### src/rtl/segment_ascii_streamer_if.sv
// Byte-stream handshake carrying the ASCII output of segment_ascii_streamer.
//   tx_data  : current ASCII byte
//   tx_valid : tx_data holds a byte to be taken
//   tx_ready : the sink takes the byte on a rising edge where tx_valid is high
// master = byte source (the streamer), slave = byte sink.
interface segment_ascii_streamer_if;
  logic [7:0] tx_data;
  logic       tx_valid;
  logic       tx_ready;

  modport master (output tx_data, output tx_valid, input tx_ready);
  modport slave  (input tx_data, input tx_valid, output tx_ready);
endinterface

### src/rtl/segment_ascii_streamer.sv
// Decodes NUM_DIGITS 7-segment patterns into ASCII digits and sends them
// most-significant digit first, optionally followed by CR LF.
// Ports:
//   clk, rst_n  : clock, asynchronous active-low reset
//   ss_in       : segment patterns, top 7 bits = most significant digit
//   start       : frame request (one pending request is kept while busy)
//   tx          : byte stream handshake (master side)
//   busy        : a frame is in progress
//   frame_err   : the last or current frame contained an unrecognised pattern
//
// state    | meaning
// ---------+---------------------------------------------
// ST_IDLE  | no frame; waiting for start, pending or auto trigger
// ST_DIGIT | presenting the decoded digit selected by idx
// ST_CR    | presenting 0x0D
// ST_LF    | presenting 0x0A; its transfer ends the frame
module segment_ascii_streamer #(
  parameter int         NUM_DIGITS = 2,
  parameter int         ADD_CRLF   = 1,
  parameter int         AUTO_SEND  = 0,
  parameter logic [7:0] BAD_CHAR   = 8'h3F
) (
  input  logic                    clk,
  input  logic                    rst_n,
  input  logic [7*NUM_DIGITS-1:0] ss_in,
  input  logic                    start,
  segment_ascii_streamer_if.master tx,
  output logic                    busy,
  output logic                    frame_err
);

  localparam int IW = $clog2(NUM_DIGITS + 1);
  localparam logic [IW-1:0] LAST_IDX = IW'(NUM_DIGITS - 1);

  typedef enum logic [1:0] {ST_IDLE, ST_DIGIT, ST_CR, ST_LF} state_t;

  state_t                  state, state_nxt;
  logic [IW-1:0]           idx;
  logic [7*NUM_DIGITS-1:0] snapshot, last_sent;
  logic                    pending, err_q;
  logic                    trigger, xfer;
  logic [6:0]              cur_seg;
  logic [7:0]              cur_char;
  logic                    cur_bad;
  logic [7:0]              data;

  // Returns {bad, ascii}; bad marks a pattern that is not a decimal digit.
  function automatic logic [8:0] decode(input logic [6:0] seg);
    case (seg)
      7'b1111110: decode = {1'b0, 8'h30};
      7'b0110000: decode = {1'b0, 8'h31};
      7'b1101101: decode = {1'b0, 8'h32};
      7'b1111001: decode = {1'b0, 8'h33};
      7'b0110011: decode = {1'b0, 8'h34};
      7'b1011011: decode = {1'b0, 8'h35};
      7'b1011111: decode = {1'b0, 8'h36};
      7'b1110000: decode = {1'b0, 8'h37};
      7'b1111111: decode = {1'b0, 8'h38};
      7'b1111011: decode = {1'b0, 8'h39};
      default:    decode = {1'b1, BAD_CHAR};
    endcase
  endfunction

  // idx 0 selects the top field of the snapshot.
  always_comb begin
    cur_seg = '0;
    for (int i = 0; i < NUM_DIGITS; i++) begin
      if (idx == IW'(NUM_DIGITS - 1 - i)) cur_seg = snapshot[7*i +: 7];
    end
  end

  assign {cur_bad, cur_char} = decode(cur_seg);

  assign xfer    = tx.tx_valid && tx.tx_ready;
  assign trigger = start || pending || ((AUTO_SEND != 0) && (ss_in != last_sent));

  always_comb begin
    data = 8'h00;
    case (state)
      ST_DIGIT: data = cur_char;
      ST_CR:    data = 8'h0D;
      ST_LF:    data = 8'h0A;
      default:  data = 8'h00;
    endcase
  end

  // Outputs derive from registered state, so reset clears them immediately.
  assign tx.tx_data  = data;
  assign tx.tx_valid = (state != ST_IDLE);
  assign busy        = (state != ST_IDLE);
  assign frame_err   = err_q || ((state == ST_DIGIT) && cur_bad);

  always_comb begin
    state_nxt = state;
    case (state)
      ST_IDLE:  if (trigger) state_nxt = ST_DIGIT;
      ST_DIGIT: if (xfer && (idx == LAST_IDX)) state_nxt = (ADD_CRLF != 0) ? ST_CR : ST_IDLE;
      ST_CR:    if (xfer) state_nxt = ST_LF;
      ST_LF:    if (xfer) state_nxt = ST_IDLE;
      default:  state_nxt = ST_IDLE;
    endcase
  end

  always_ff @(posedge clk or negedge rst_n) begin
    if (!rst_n) state <= ST_IDLE;
    else        state <= state_nxt;
  end

  always_ff @(posedge clk or negedge rst_n) begin
    if (!rst_n) begin
      idx       <= '0;
      snapshot  <= '0;
      last_sent <= '1;
      pending   <= 1'b0;
      err_q     <= 1'b0;
    end else begin
      if ((state == ST_IDLE) && trigger) begin
        snapshot <= ss_in;
        err_q    <= 1'b0;
        idx      <= '0;
      end else if ((state == ST_DIGIT) && xfer && (idx != LAST_IDX)) begin
        idx <= idx + 1'b1;
      end

      if ((state == ST_DIGIT) && cur_bad) err_q <= 1'b1;

      if ((state != ST_IDLE) && (state_nxt == ST_IDLE)) last_sent <= snapshot;

      // In IDLE a pending request is always consumed as a trigger.
      if (state == ST_IDLE) pending <= 1'b0;
      else if (start)       pending <= 1'b1;
    end
  end

endmodule

### src/flat_wrapper.sv
// flat-port wrapper written by rule: the top's interface ports become plain ports
module segment_ascii_streamer_flat 
#(
  parameter int         NUM_DIGITS = 2,
  parameter int         ADD_CRLF   = 1,
  parameter int         AUTO_SEND  = 0,
  parameter logic [7:0] BAD_CHAR   = 8'h3F
)
  (clk, rst_n, ss_in, start, busy, frame_err, tx_tx_data, tx_tx_valid, tx_tx_ready);
  segment_ascii_streamer_if tx_i ();
  input  logic clk;
  input  logic rst_n;
  input  logic [7*NUM_DIGITS-1:0] ss_in;
  input  logic start;
  output logic busy;
  output logic frame_err;
  output wire logic [$bits(tx_i.tx_data)-1:0] tx_tx_data;
  output wire logic [$bits(tx_i.tx_valid)-1:0] tx_tx_valid;
  input wire logic [$bits(tx_i.tx_ready)-1:0] tx_tx_ready;
  assign tx_tx_data = tx_i.tx_data;
  assign tx_tx_valid = tx_i.tx_valid;
  assign tx_i.tx_ready = tx_tx_ready;
  segment_ascii_streamer #(.NUM_DIGITS(NUM_DIGITS), .ADD_CRLF(ADD_CRLF), .AUTO_SEND(AUTO_SEND), .BAD_CHAR(BAD_CHAR)) u_core (.clk(clk), .rst_n(rst_n), .ss_in(ss_in), .start(start), .tx(tx_i), .busy(busy), .frame_err(frame_err));
endmodule
### config.mk
export PLATFORM = sky130hd
export DESIGN_NAME = segment_ascii_streamer_flat
export DESIGN_NICKNAME = d
export VERILOG_FILES = /design/src/rtl/segment_ascii_streamer_if.sv /design/src/rtl/segment_ascii_streamer.sv /design/src/flat_wrapper.sv
export SDC_FILE = /design/constraint.sdc
export NUM_CORES = 1
export LEC_CHECK = 0
export ABC_AREA = 0
export BUFFER_PORTS_ARGS = -buffer_cell sky130_fd_sc_hd__buf_2
export CORE_MARGIN = 4
export CORE_UTILIZATION = 45
export DETAILED_ROUTE_END_ITERATION = 6
export PLACE_DENSITY = 0.69
export SLEW_MARGIN = 20
export SYNTH_ARGS = -nofsm -noshare
export SYNTH_HDL_FRONTEND = slang
export SYNTH_SLANG_ARGS = --single-unit
### constraint.sdc
create_clock -name clk -period 5 [get_ports clk]
set_clock_uncertainty 0.2 [all_clocks]
set_input_delay 1 -clock clk [delete_from_list [all_inputs] [get_ports clk]]
set_output_delay 1 -clock clk [all_outputs]
set_load 0.01 [all_outputs]
# Word-level counts from Yosys, hierarchy flattened
# Cells that the tools add are included.
[totals]
elab_cells = 55
register_bits = 20
[op_classes]
add_sub_neg = 1
eq_ne = 19
mux = 15
n_reduce_logical = 15
[op_table]
columns = ["operator", "count"]
rows = [
  ["9-bit case mux with 10 select lines", 1],
  ["7-bit == test, second input constant", 8],
  ["8-bit case mux with 3 select lines", 1],
  ["7-bit by 6-bit == test with 1-bit output, second input constant", 2],
  ["7-bit 2-to-1 mux", 2],
  ["2-bit 2-to-1 mux", 6],
  ["2-bit by 1-bit != test with 1-bit output, second input constant", 4],
  ["2-bit case mux with 4 select lines", 1],
  ["2-bit nonzero test", 4],
  ["1-bit logical AND", 6],
  ["2-bit by 1-bit == test with 1-bit output, second input constant", 2],
  ["2-bit == test, second input constant", 2],
  ["2-bit logical NOT", 2],
  ["1-bit 2-to-1 mux", 4],
  ["4-bit AND reduction", 1],
  ["2-bit by 1-bit adder with 2-bit output, second input constant", 1],
  ["1-bit logical OR", 2],
  ["2-bit != test, second input constant", 1],
]

# Logic depth before layout (Yosys ltp)
[logic_depth]
word_depth = 7
depth_mapped = 10
depth_no_buf = 8

# Least setup slack after synthesis
# No wires, ideal clock.
[synth_path]
kind = "register to output"
start = "reg u_core.idx[0]"
end = "out tx_tx_data[3]"
path_stages_with_launch = 10
n_path_buf = 1
t_arrival_ns = 1.930
path_slack_ns = 1.870
required_ns = 3.800
path_cell_list = "dfrtp_1 inv_1 ha_1 buf_6 and2_4 or2_4 o2111ai_2 nand3_1 nand4b_4 a221oi_2"
[synth_via]
elab_chain_len = 6
word_cells_on_any_way = 16
cone_classes = "eq/ne (11); mux (4); reduce/logical (1)"
[synth_rtl]
columns = ["item", "line", "source"]
rows = [
  ["start: declaration", "segment_ascii_streamer.sv:38", "logic [IW-1:0] idx;"],
  ["start signal: assignment", "segment_ascii_streamer.sv:122", "idx <= idx + 1'b1;"],
  ["2-bit by 1-bit == test with 1-bit output", "segment_ascii_streamer.sv:68", "if (idx == IW'(NUM_DIGITS - 1 - i)) cur_seg = snapshot[7*i +: 7];"],
  ["7-bit 2-to-1 mux", "segment_ascii_streamer.sv:68", ""],
  ["7-bit 2-to-1 mux (*)", "segment_ascii_streamer.sv:68", ""],
  ["7-bit == test or 7-bit by 6-bit == test with 1-bit output (tied branches)", "segment_ascii_streamer.sv:49", "case (seg)"],
  ["9-bit case mux with 10 select lines (*)", "segment_ascii_streamer.sv:49", ""],
  ["8-bit case mux with 3 select lines (*)", "segment_ascii_streamer.sv:79", "case (state)"],
  ["end: declaration", "flat_wrapper.sv:17", "output wire logic [$bits(tx_i.tx_data)-1:0] tx_tx_data;"],
]
# Every way passes the cells marked *; elsewhere a longest branch is shown, timed or not.

# Final worst setup path
[layout_path]
start = "reg u_core.idx[0]"
end = "out tx_tx_data[0]"
# The elaborated chain is that of the path after synthesis.

==> run summary <==
Status: completed
Lkg Pwr: 0.658 nW
Hold-fix buffer count after cts: 0
Die area: 3900 µm²
Synth Register Bits: 20
Synth Area in Compound Gates: 16.4%
First-pass GRT wire length: 4.51 mm
Crit Path Class: flop to primary output
Multi-input gate area: 744 µm²
CP Cell Sequence: inv_1 -> ha_1 -> nand2b_1 -> o21ai_0 -> or4bb_1 -> nand3_1 -> nand4b_4 -> a32oi_1 -> buf_2
Max-slew violations: 0
DR WL/cell: 13.8 µm
Net Sw Power: 0.000456 W
Clock share of power: 7.3%
Routed vias: 1060
Yosys warns: 0
Yosys cell types: 40
I/O Pins: 29
Ratio of cells with drive above 1 in the final layout: 33.3%
Reg power frac: 32.0%
Initial Util: 47.5%
Die height: 62.4 µm
1st-pass router iterations: 4
Final period util: 79.7%
PD cells: 698 nW/µm²
Final wirelength: 2.62 mm
1st-iter DRT viols: 55
CTS tree: done
Top cells by area, synth: dfrtp_1 (38%), mux2_2 (14%), ha_1 (5.6%)
Crit path time final: 3990 ps
WP depth: 9
Tot GR Track Use: 14.1%
Post-Synth Simple-Gate Area: 19.7%
Mux share of post-synthesis cell area: 13.5%
FF+latch area: 500 µm²
Setup-failing EPs final: 0
CP Max Fanout: 24
Fmax: 251 MHz
H-tree Lvls: 1
Worst hold path class: flop to flop
Worst hold stages: 2
Met2 WL: 1.27 mm
Via/cell ratio: 5.58
Dominant synthesized flop cell: dfrtp_1
Synthesis-to-finish area growth: 10.2%
Max cap viols: 0
Clock sinks: 20
Xor and xnor fraction of the mapped netlist area: 0%
Clock Tree Root: clkbuf_4
Most common cell in the netlist: dfrtp_1
Top routing layer in use: met4
Post-synth top cells: dfrtp_1 (20), mux2_2 (16), nand2_1 (12)
Synth Cell Area: 1330 µm²
Post-Syn Instances: 137
Adder-Cell Fraction of Synth Area: 5.63%
Sw Share: 44.4%
Total CTS buffers: 3
Relative slew slack: 56.6%
Part of the power in combinational logic: 60.8%
Core Rows: 19
Initial antenna violation count: 0
Fill cell count: 261
Total power: 0.00103 W
Max incr delay on CP: 570 ps
N_diodes: 0
RD Place Congestion: 0.873
Crit end category: primary output
Post-CTS setup buffers: 0
Number of global-route vias before repair: 1015
RSZ-0062 raised after global routing: false
CP Launch Type: flop
PostCTS Resize Cnt: 0
Post-route DRC: 0
VDD IR max: 0.290 mV
Int Power: 0.000570 W
Avg Inst Size Synth: 9.74 µm²
Main combinational cell family by area after synthesis: simple AND/OR/NAND/NOR gates
Yosys top cell by area: dfrtp_1
Core ar.: 2810 µm²
Final ANT Viol Nets: 0
HPWL after DPL: 2.10 mm
Async SR Flop Fraction: 100%
FF-to-FF path depth: 8
Buf+Inv Stages, Crit Path: 2
WL met1: 1.20 mm
Reg clk slew, reported paths: 110 ps
Met3 Wirelength: 112 µm
EDFF count, synth: 0
Die X: 62.4 µm
GR Overflow Total: 0
CP delay by family, top: simple AND/OR/NAND/NOR gates
Crit-path slowest cell: ha_1
Post-synth top area share: 37.5%
Worst EP arrival: 2790 ps
Worst-margin pin slew: 651 ps
Largest net degree at the start of global routing: 25
Sequential area share after synthesis: 37.5%
WP data required: 3800 ps
Hold Violations, Final: 0
Clock Latency Late Sink: 300 ps
Maximum root-to-sink buffer count: 2
IO Port Bufs: 26
Setup TNS: 0 ps
Nets@finish: 185
metal layers:
layer,global-route usage [%],vias to the layer above
li1,-,536
met5,0,-
met1,17.4,497
met2,24.2,23
met4,5.79,0
met3,2.16,4
path summary, 6_finish.rpt:
path                          startpoint                  end  slack (ps)
setup reg to reg           u_core.idx[0]         u_core.err_q        2390
max in group asynchronous          rst_n  u_core.snapshot[13]        3860
min in group asynchronous          rst_n   u_core.snapshot[6]         430
setup / recovery           u_core.idx[0]        tx_tx_data[0]        1010
hold / removal              u_core.err_q         u_core.err_q         320
hold reg to reg             u_core.err_q         u_core.err_q         320
sequential cells by signal (all words and copies together), names as in the netlist:
register         flops
u_core.snapshot     14
u_core.idx           2
u_core.state         2
u_core.err_q         1
u_core.pending       1
worst min-delay path: cells and delay by family, from the launching register on:
| family | cells | cell delay, ps |
|---|---|---|
| AO/OA/AOI/OAI | 1 | 70 |
| AND/OR/NAND/NOR | 1 | 50 |
| flip-flops | 1 | 360 |
cell families after synthesis:
group | count (synthesis)
other | 1
DFF | 20
AOI/OAI and AO/OA | 32
buffers and inverters | 16
and+or+nand+nor | 46
muxes | 16
adders and majority gates | 6
power by group through the flow:
stage                     Clock (W)  Combinational (W)  Sequential (W)
after floorplan                   0           0.000522        0.000304
after global placement            0           0.000610        0.000324
after detailed placement          0           0.000624        0.000330
after CTS                 0.0000783           0.000627        0.000326
after global routing      0.0000838           0.000696        0.000339
final                     0.0000745           0.000624        0.000328
final cells by class:
class | count | area share, %
Tap cell | 31 | 2.64
Sequential cell | 20 | 34.0
Multi-Input combinational cell | 102 | 50.6
Clock buffer | 3 | 1.53
Inverter | 7 | 1.79
Timing Repair Buffer | 27 | 9.36
metrics by stage:
| step | hold slack, ps | utilization (%) | area (µm²) | setup WS (ps) | cells |
|---|---|---|---|---|---|
| after global placement | 284 | 51.6 | 1450 | 1440 | 187 |
| after global routing | 339 | 52.4 | 1470 | 788 | 190 |
| after floorplan | 250 | - | 1340 | 1870 | 138 |
| final | 320 | 52.4 | 1470 | 1010 | 190 |
| after detailed placement | 286 | 51.6 | 1450 | 1350 | 187 |
| after CTS | 315 | 52.4 | 1470 | 1010 | 190 |
layout by cell type (no fill, tap or decap), types with 2 or more instances in the layout:
master,instances
nor3_1,2
o21ai_1,3
nor2_1,10
nand3b_1,2
clkbuf_4,3
inv_1,7
conb_1,2
buf_2,26
o21a_1,2
mux2_2,16
dfrtp_1,20
o211ai_1,2
ha_1,6
nand3_1,9
a21oi_1,4
nand2_1,12
o21ai_0,11
No activity file was read; power rests on OpenSTA's default activity.
